$ cat src/rtl/pipelined_adder_pkg.sv
// Shared defaults and the per-stage register layout for pipelined_adder.
// Struct fields are sized to MAX_WIDTH; the adder only uses the low WIDTH bits.
package pipelined_adder_pkg;

    localparam int DEF_WIDTH  = 16;
    localparam int DEF_STAGES = 4;
    localparam int MAX_WIDTH  = 64;

    typedef struct packed {
        logic                 valid;
        logic                 carry;
        logic                 ovf;
        logic [MAX_WIDTH-1:0] sum;
        logic [MAX_WIDTH-1:0] a;
        logic [MAX_WIDTH-1:0] b;
    } stage_reg_t;

endpackage

$ cat src/rtl/adder_chunk.sv
// Purpose: combinational W-bit add of one operand chunk with carry in/out.
// Latency: 0 cycles (pure combinational).
// Backpressure: none; the enclosing pipeline decides when results are captured.
module adder_chunk #(
    parameter int W = 4
) (
    input  logic [W-1:0] a,
    input  logic [W-1:0] b,
    input  logic         carry_in,
    output logic [W-1:0] sum,
    output logic         carry_out,
    output logic         msb_carry_in
);

    assign {carry_out, sum} = {1'b0, a} + {1'b0, b} + {{W{1'b0}}, carry_in};
    // Carry into the top bit, recovered from that bit's own sum.
    assign msb_carry_in = a[W-1] ^ b[W-1] ^ sum[W-1];

endmodule

$ cat src/rtl/pipelined_adder.sv
// Purpose: STAGES-deep carry-chunked adder with skewed operands and deskewed sums.
// Latency: STAGES cycles from accept to valid_out; one result per cycle when unstalled.
// Backpressure: global enable adv = ~valid_out | out_ready; in_ready = adv.
// Optional checks: define PIPELINED_ADDER_ASSERT_EN for simulation-only monitors.
module pipelined_adder
    import pipelined_adder_pkg::*;
#(
    parameter int WIDTH  = DEF_WIDTH,
    parameter int STAGES = DEF_STAGES
) (
    input  logic             clk,
    input  logic             rst,
    input  logic [WIDTH-1:0] a,
    input  logic [WIDTH-1:0] b,
    input  logic             carry_in,
    input  logic             valid_in,
    output logic             in_ready,
    output logic [WIDTH-1:0] sum,
    output logic             carry_out,
    output logic             overflow,
    output logic             valid_out,
    input  logic             out_ready
);

    localparam int CW = WIDTH / STAGES;

    stage_reg_t src [STAGES];
    stage_reg_t nxt [STAGES];
    stage_reg_t stg [STAGES];
    logic       adv;

    function automatic stage_reg_t fold_chunk(input stage_reg_t p, input int k,
                                              input logic [CW-1:0] s, input logic co,
                                              input logic msb_ci);
        stage_reg_t r;
        r                  = p;
        r.sum[k*CW +: CW]  = s;
        r.carry            = co;
        r.ovf              = msb_ci ^ co;
        return r;
    endfunction

    assign adv      = ~stg[STAGES-1].valid | out_ready;
    assign in_ready = adv;

    for (genvar k = 0; k < STAGES; k++) begin : g_stage
        logic [CW-1:0] c_sum;
        logic          c_co;
        logic          c_msb;

        if (k == 0) begin : g_src
            assign src[k] = '{valid: valid_in, carry: carry_in, ovf: 1'b0, sum: '0,
                              a: MAX_WIDTH'(a), b: MAX_WIDTH'(b)};
        end else begin : g_src
            assign src[k] = stg[k-1];
        end

        adder_chunk #(.W(CW)) u_chunk (
            .a            (src[k].a[k*CW +: CW]),
            .b            (src[k].b[k*CW +: CW]),
            .carry_in     (src[k].carry),
            .sum          (c_sum),
            .carry_out    (c_co),
            .msb_carry_in (c_msb)
        );

        assign nxt[k] = fold_chunk(src[k], k, c_sum, c_co, c_msb);
    end

    always_ff @(posedge clk or posedge rst) begin
        if (rst) begin
            for (int k = 0; k < STAGES; k++) stg[k] <= '0;
        end else if (adv) begin
            for (int k = 0; k < STAGES; k++) stg[k] <= nxt[k];
        end
    end

    // Only the last stage's overflow is meaningful: its chunk holds the MSB.
    assign sum       = stg[STAGES-1].sum[WIDTH-1:0];
    assign carry_out = stg[STAGES-1].carry;
    assign overflow  = stg[STAGES-1].ovf;
    assign valid_out = stg[STAGES-1].valid;

`ifdef PIPELINED_ADDER_ASSERT_EN
    typedef struct {
        logic [WIDTH-1:0] s;
        logic             co;
        logic             ov;
        logic             known;
    } ref_t;

    ref_t             ref_q [$];
    ref_t             ref_e;
    logic [WIDTH:0]   ref_full;
    logic             stalled_q;
    logic [WIDTH+2:0] held_q;

    always @(posedge clk or posedge rst) begin
        if (rst) begin
            ref_q.delete();
            stalled_q <= 1'b0;
            held_q    <= '0;
        end else begin
            if (valid_in && $isunknown({a, b, carry_in}))
                $error("pipelined_adder: X/Z on operands while valid_in is high");
            if (stalled_q && ({sum, carry_out, overflow, valid_out} !== held_q))
                $error("pipelined_adder: outputs changed while stalled");
            if (valid_out && out_ready) begin
                if (ref_q.size() == 0) begin
                    $error("pipelined_adder: result emitted with nothing accepted");
                end else begin
                    ref_e = ref_q.pop_front();
                    if (ref_e.known && ({sum, carry_out, overflow} !== {ref_e.s, ref_e.co, ref_e.ov}))
                        $error("pipelined_adder: result %0h differs from reference %0h",
                               sum, ref_e.s);
                end
            end
            if (valid_in && in_ready) begin
                ref_full    = {1'b0, a} + {1'b0, b} + {{WIDTH{1'b0}}, carry_in};
                ref_e.s     = ref_full[WIDTH-1:0];
                ref_e.co    = ref_full[WIDTH];
                ref_e.ov    = (a[WIDTH-1] == b[WIDTH-1]) && (ref_full[WIDTH-1] != a[WIDTH-1]);
                ref_e.known = !$isunknown({a, b, carry_in});
                ref_q.push_back(ref_e);
            end
            stalled_q <= valid_out && !out_ready;
            held_q    <= {sum, carry_out, overflow, valid_out};
        end
    end
`endif

endmodule

$ cat config.mk
export PLATFORM = sky130hd
export DESIGN_NAME = pipelined_adder
export DESIGN_NICKNAME = d
export VERILOG_FILES = /design/src/rtl/pipelined_adder_pkg.sv /design/src/rtl/adder_chunk.sv /design/src/rtl/pipelined_adder.sv
export SDC_FILE = /design/constraint.sdc
export NUM_CORES = 1
export LEC_CHECK = 0
export CORE_MARGIN = 2
export CORE_UTILIZATION = 50
export DETAILED_ROUTE_END_ITERATION = 10
export DONT_BUFFER_PORTS = 1
export SLEW_MARGIN = 0
export SYNTH_ARGS = -nofsm -noshare
export SYNTH_HDL_FRONTEND = slang
export SYNTH_SLANG_ARGS = --single-unit
$ cat constraint.sdc
create_clock -name clk -period 3.7 [get_ports clk]
set_input_delay 0.925 -clock clk [delete_from_list [all_inputs] [get_ports clk]]
set_output_delay 0.925 -clock clk [all_outputs]
set_load 0.03 [all_outputs]
==> flow_summary.ini, run 1 <==
[yosys]
synth_top_flop_cell = dfrtp_1
synth_edf_count = 0
synthMuxAreaShare_pct = 0
synth_common_cells = nand2_1, dfrtp_1, a21oi_1, ha_1, buf_2
yosysMostFrequentCell = nand2_1
ys_ff_latch = 97
syn_area_mm2 = 0.00418
synth_simple_gate_area_share_pct = 23.7
synthTopCellsByArea = dfrtp_1, nand2_1, fa_1
synth_top_family_by_area = simple AND/OR/NAND/NOR gates
synth_fp_nets = 504
synth_compound_area_share_pct = 4.37
synth-xor-area-share_pct = 1.67
yosysSeqAreaShare_pct = 58.0
synthArstFlopShare_pct = 100
yosys_warnings = 0
synthAdderAreaFrac_pct = 7.42
synth_top_area_share_pct = 58.0
synth_top_area_cell = dfrtp_1
ys_types = 20
synth.avg_cell_area_um2 = 9.36
syn_inst = 447

[sta]
rsz0062_at_grt = no
fmax_mhz = 435
drv_slew = 0
finClkSkew_ps = 11.5
finalSetupTns_ps = 0
tightest_slew_ps = 918
fin_ws_ps = 1400
finalCriticalPeriod_ps = 2300
setup-violations-final = 0
period_share_pct = 62.2
slew_headroom_pct = 38.8
hold_violations = 0

[hold_path]
min_to = valid_out$_DFFE_PP0P_
hold_class = reg -> reg
min_path_cells = 1
min_from = nxt[194]$_DFFE_PP0P_

[global_routing]
grt_max_degree = 95
grtUsageTotal_pct = 16.3
grt_first_pass_wirelength_um = 11600
grt_remaining_overflow = 0
grt_pass1_vias = 2549
antenna_found_initial = 0

[clock_network]
clockBufferDepth = 2
clock_sinks = 97
numCtsBuffers = 9
cts_setup_buffers = 0
clk_root_buffer_cell = clkbuf_8
htreeDepth = 3
cts_hold_buf = 0
clkSlewWorstSetupHoldPaths_ps = 90
cts_tree = yes
cts_resized = 0
insertion_delay_ps = 350

[power]
cellPowerDensity_mw_per_mm2 = 864
ir_worst_vdd_mv = 0.254
power_leakage_nw = 2.33

[routing]
wl_um = 6570
detail-route-antenna-nets = 0
remaining_drc_errors = 0
routedWlPerCell_um = 11.9
routed-wl-met3_um = 275
top_layer_used = met4
met1Wirelength_um = 3440
via_per_inst = 4.73
vias = 2602
drt-initial-drc-count = 142
wl_met2_um = 2750
drtPass1Iterations = 4

[worst_setup_path]
worstReg2RegEnd = overflow$_DFFE_PP0P_
rr_worst_depth = 6
ff2ff_setup_slack_ps = 1690
required_ps = 2770
slowest_stage = dfrtp_1
slowest_delay_ps = 500
path_cells = nor2b_4, inv_4
critPathLaunchType = flip-flop
crit_type = reg -> out
cp.buffers_inverters = 1
path_delay_family = flip-flops
critPathCaptureType = output port
cp.arrival_ps = 1380
worstPathMaxFanout = 40
regToRegStartpoint = src[193]$_DFFE_PP0P_

[floorplan]
rows = 33
ios = 57
core_area_mm2 = 0.00818
initial_utilization_pct = 51.2
die-area_mm2 = 0.00912
die_w_um = 95.5
die_h_um = 95.5

[place]
dp_cells = 535
dp_slack_ps = 1450
port_buffers = 0
dp_hpwl_um = 4190
place_area_mm2 = 0.00418
place.gp.congestion = 0.743

[final_layout]
fin_nets = 498
antennaDiodeCount = 0
instances_no_fill = 550
final_area_mm2 = 0.00437
postLayoutCoreUtil_pct = 53.5
area_growth_pct = 4.55
drive_gt1_share_pct = 5.39

[outcome]
outcome = completed

[flow_run]
max-cap-violations = 0
-- how the worst max path moves through the flow --
| stage | from | endpoint | slack, ps | cells after the start |
|---|---|---|---|---|
| floorplan | rst | carry_out$_DFFE_PP0P_ | 240 | 1 |
| global placement | out_ready | nxt[138]$_DFFE_PP0P_ | 1460 | 5 |
| detailed placement | out_ready | nxt[138]$_DFFE_PP0P_ | 1450 | 5 |
| CTS | valid_out$_DFFE_PP0P_ | in_ready | 1370 | 2 |
| global route | valid_out$_DFFE_PP0P_ | in_ready | 1310 | 2 |
| finish | valid_out$_DFFE_PP0P_ | in_ready | 1400 | 2 |
-- where the power goes --
group | internal [mW] | switching, mW
logic | 0.471 | 0.671
clock network | 0.299 | 0.350
registers | 1.52 | 0.471
-- layout make-up --
type                    instances  area [µm²]
clock buffers                  12         165
clock inverters                 3        25.0
fillers                       785        3800
well taps                     105         131
inverters                       9        38.8
multi-input cells             320        1560
repair buffers                  4        30.0
flip-flops and latches         97        2430
-- routing by layer --
metal / vias to the layer above / track usage (%)
li1: 1356 / -
met1: 1196 / 23.3
met4: 0 / 6.79
met2: 40 / 23.9
met5: - / 0
met3: 10 / 3.87
-- through the flow --
step	power, mW	hold slack, ps
CTS	3.84	475
global placement	3.14	447
global route	4.14	492
finish	3.78	471
floorplan	2.97	430
detailed placement	3.18	453
-- cells by family after synthesis --
family                     count (synthesis)
DFF                                       97
adders and majority gates                 20
AOI/OAI and AO/OA                         32
xor gates and xnor gates                   8
buffers and inverters                     30
and+or+nand+nor                          260
-- registers in the layout, summed over array words and instances (netlist names) --
name	cells
carry_out	1
valid_out	1
sum	16
src	3
nxt	75
overflow	1
-- cells in the final DEF (no fill, tap or decap) --
master / instances
ha_1: 12
a21oi_2: 2
buf_4: 4
fa_1: 8
clkinv_4: 2
a21o_1: 6
inv_4: 2
clkinvlp_4: 1
xor2_1: 5
nand2_1: 246
inv_1: 7
o21ai_0: 7
nor2_1: 10
o21ai_1: 5
nor2b_1: 2
a21oi_1: 12
xnor2_1: 3
nand2b_1: 1
nor2b_4: 1
clkbuf_8: 12
dfrtp_1: 97
-- worst reg2reg max path, stage by stage, from the launching register on --
cell and delay [ps]:
dfrtp_1 410, fa_1 470, fa_1 420, a21o_1 200, a21oi_2 170, xnor2_1 140
o21ai_1 70
Note: power is estimated with default switching activity, not from simulation.
==> inputs of run 2 (changes only) <==
==> constraint.sdc (replaced) <==
create_clock -name clk -period 2.14 [get_ports clk]
set_input_delay 0.535 -clock clk [delete_from_list [all_inputs] [get_ports clk]]
set_output_delay 0.535 -clock clk [all_outputs]
set_load 0.03 [all_outputs]
==> run 2 against run 1 <==
Effect of this change:
- count of clock-buffer cells in the layout shrank 1
- critical endpoint is now overflow$_DFFE_PP0P_
- highest routed layer unchanged
- register-to-register slack worse by 1600 ps
- via count increased by 1.2%
- core utilization up 0.63 points
- combinational power grew 75%
- flip-flop and latch count unchanged
- wire length rose by 0.44%
==> flow_summary.ini, run 2 (synthesis results as in run 1) <==
[routing]
detail-route-antenna-nets = 0
drt-initial-drc-count = 117
remaining_drc_errors = 0
via_per_inst = 4.75
routedWlPerCell_um = 11.9
wl_um = 6600
vias = 2633
drtPass1Iterations = 4

[clock_network]
numCtsBuffers = 9
cts_hold_buf = 0
clock_sinks = 97
clk_root_buffer_cell = clkbuf_8
cts_resized = 0
insertion_delay_ps = 360
htreeDepth = 3
clockBufferDepth = 2
clkSlewWorstSetupHoldPaths_ps = 100
cts_tree = yes
cts_setup_buffers = 0

[sta]
finalCriticalPeriod_ps = 2000
finClkSkew_ps = 10.6
whs_ps = 151
setup-violations-final = 0
slew_headroom_pct = 65.8
tightest_slew_ps = 513
hold_violations = 0
drv_slew = 0
fmax_mhz = 500
rsz0062_at_grt = no
period_share_pct = 93.5
finalSetupTns_ps = 0

[global_routing]
grt_first_pass_wirelength_um = 11700
antenna_found_initial = 0
grt_max_degree = 98
grtUsageTotal_pct = 16.6
grt_remaining_overflow = 0
grt_pass1_vias = 2666

[final_layout]
layout_commonest_cell = nand2_1
postLayoutCoreUtil_pct = 54.1
antennaDiodeCount = 0
area_growth_pct = 5.77
regArea_mm2 = 0.00243
multi_input_area_mm2 = 0.00156
drive_gt1_share_pct = 6.01
fin_nets = 501
layout_common_cells = nand2_1, dfrtp_1, a21oi_1, ha_1
largest_reg_flops = 75
final.fill_count = 767

[worst_setup_path]
critPathLaunchType = flip-flop
worstReg2RegEnd = overflow$_DFFE_PP0P_
worstPathMaxFanout = 2
critPathCaptureType = flip-flop
rr_worst_depth = 6
crit_type = reg -> reg
ff2ff_setup_slack_ps = 140
required_ps = 2370
regToRegStartpoint = src[193]$_DFFE_PP0P_
cp.arrival_ps = 2230
crit_path_start = src[193]$_DFFE_PP0P_

[power]
power_leakage_nw = 2.35
sw_frac_of_total_pct = 39.2
combPwrFrac_pct = 29.9
cellPowerDensity_mw_per_mm2 = 1500
pwr-share-seq_pct = 51.9
p_sw_mw = 2.61
total_power_mw = 6.65
p_int_mw = 4.04
ir_worst_vdd_mv = 0.480
pwr-share-clk_pct = 18.2

[outcome]
outcome = completed

[floorplan]
die_w_um = 95.5
initial_utilization_pct = 51.2
ios = 57
core_area_mm2 = 0.00818
die_h_um = 95.5
rows = 33
die-area_mm2 = 0.00912

[hold_path]
hold_class = in -> async

[flow_run]
max-cap-violations = 0

[place]
dp_hpwl_um = 4350
port_buffers = 0
place.gp.congestion = 0.744
run 2: worst max path at each step:
stage	depth (start not counted)	end
6_report	6	overflow$_DFFE_PP0P_
5_1_grt	6	overflow$_DFFE_PP0P_
4_1_cts	6	overflow$_DFFE_PP0P_
3_5_place_dp	6	overflow$_DFFE_PP0P_
3_3_place_gp	6	overflow$_DFFE_PP0P_
2_1_floorplan	6	overflow$_DFFE_PP0P_
run 2: cell type report:
cell class	instances	area share (%)
Sequential cell	97	54.8
Tap cell	105	2.97
Inverter	9	0.905
Clock inverter	5	1.44
Clock buffer	11	3.19
Timing Repair Buffer	7	1.47
Multi-Input combinational cell	320	35.2
run 2: critical path, cell delays in order (launching register included):
cell and delay [ps]:
dfrtp_1 420, fa_1 470, fa_1 420, a21o_1 210
a21oi_2 160, xnor2_1 130, o21ai_1 70
run 2: power groups by stage:
stage / clock (mW) / combinational [mW] / sequential (mW)
final: 1.21 / 1.99 / 3.45
after global routing: 1.34 / 2.39 / 3.57
after CTS: 1.25 / 2.05 / 3.47
after detailed placement: 0 / 2.03 / 3.50
after global placement: 0 / 1.99 / 3.48
after floorplan: 0 / 1.77 / 3.37
run 2: per-layer routing:
metal  wire length [µm]  up-vias  share of wire, %  track usage, %
met3                289       10               4.4            3.32
met2               2940       51                45            25.8
li1                   -     1368                 -               -
met1               3250     1204                49            22.5
met4                125        0               1.9            7.86
met5                  0        -                 0               0
run 2: metrics by stage:
step,instance area (µm²),cells,setup slack [ps]
3_3_place_gp,4220,538,184
2_1_floorplan,4190,447,256
6_report,4430,554,140
3_5_place_dp,4220,538,155
4_1_cts,4430,554,121
5_1_grt,4430,554,27.0
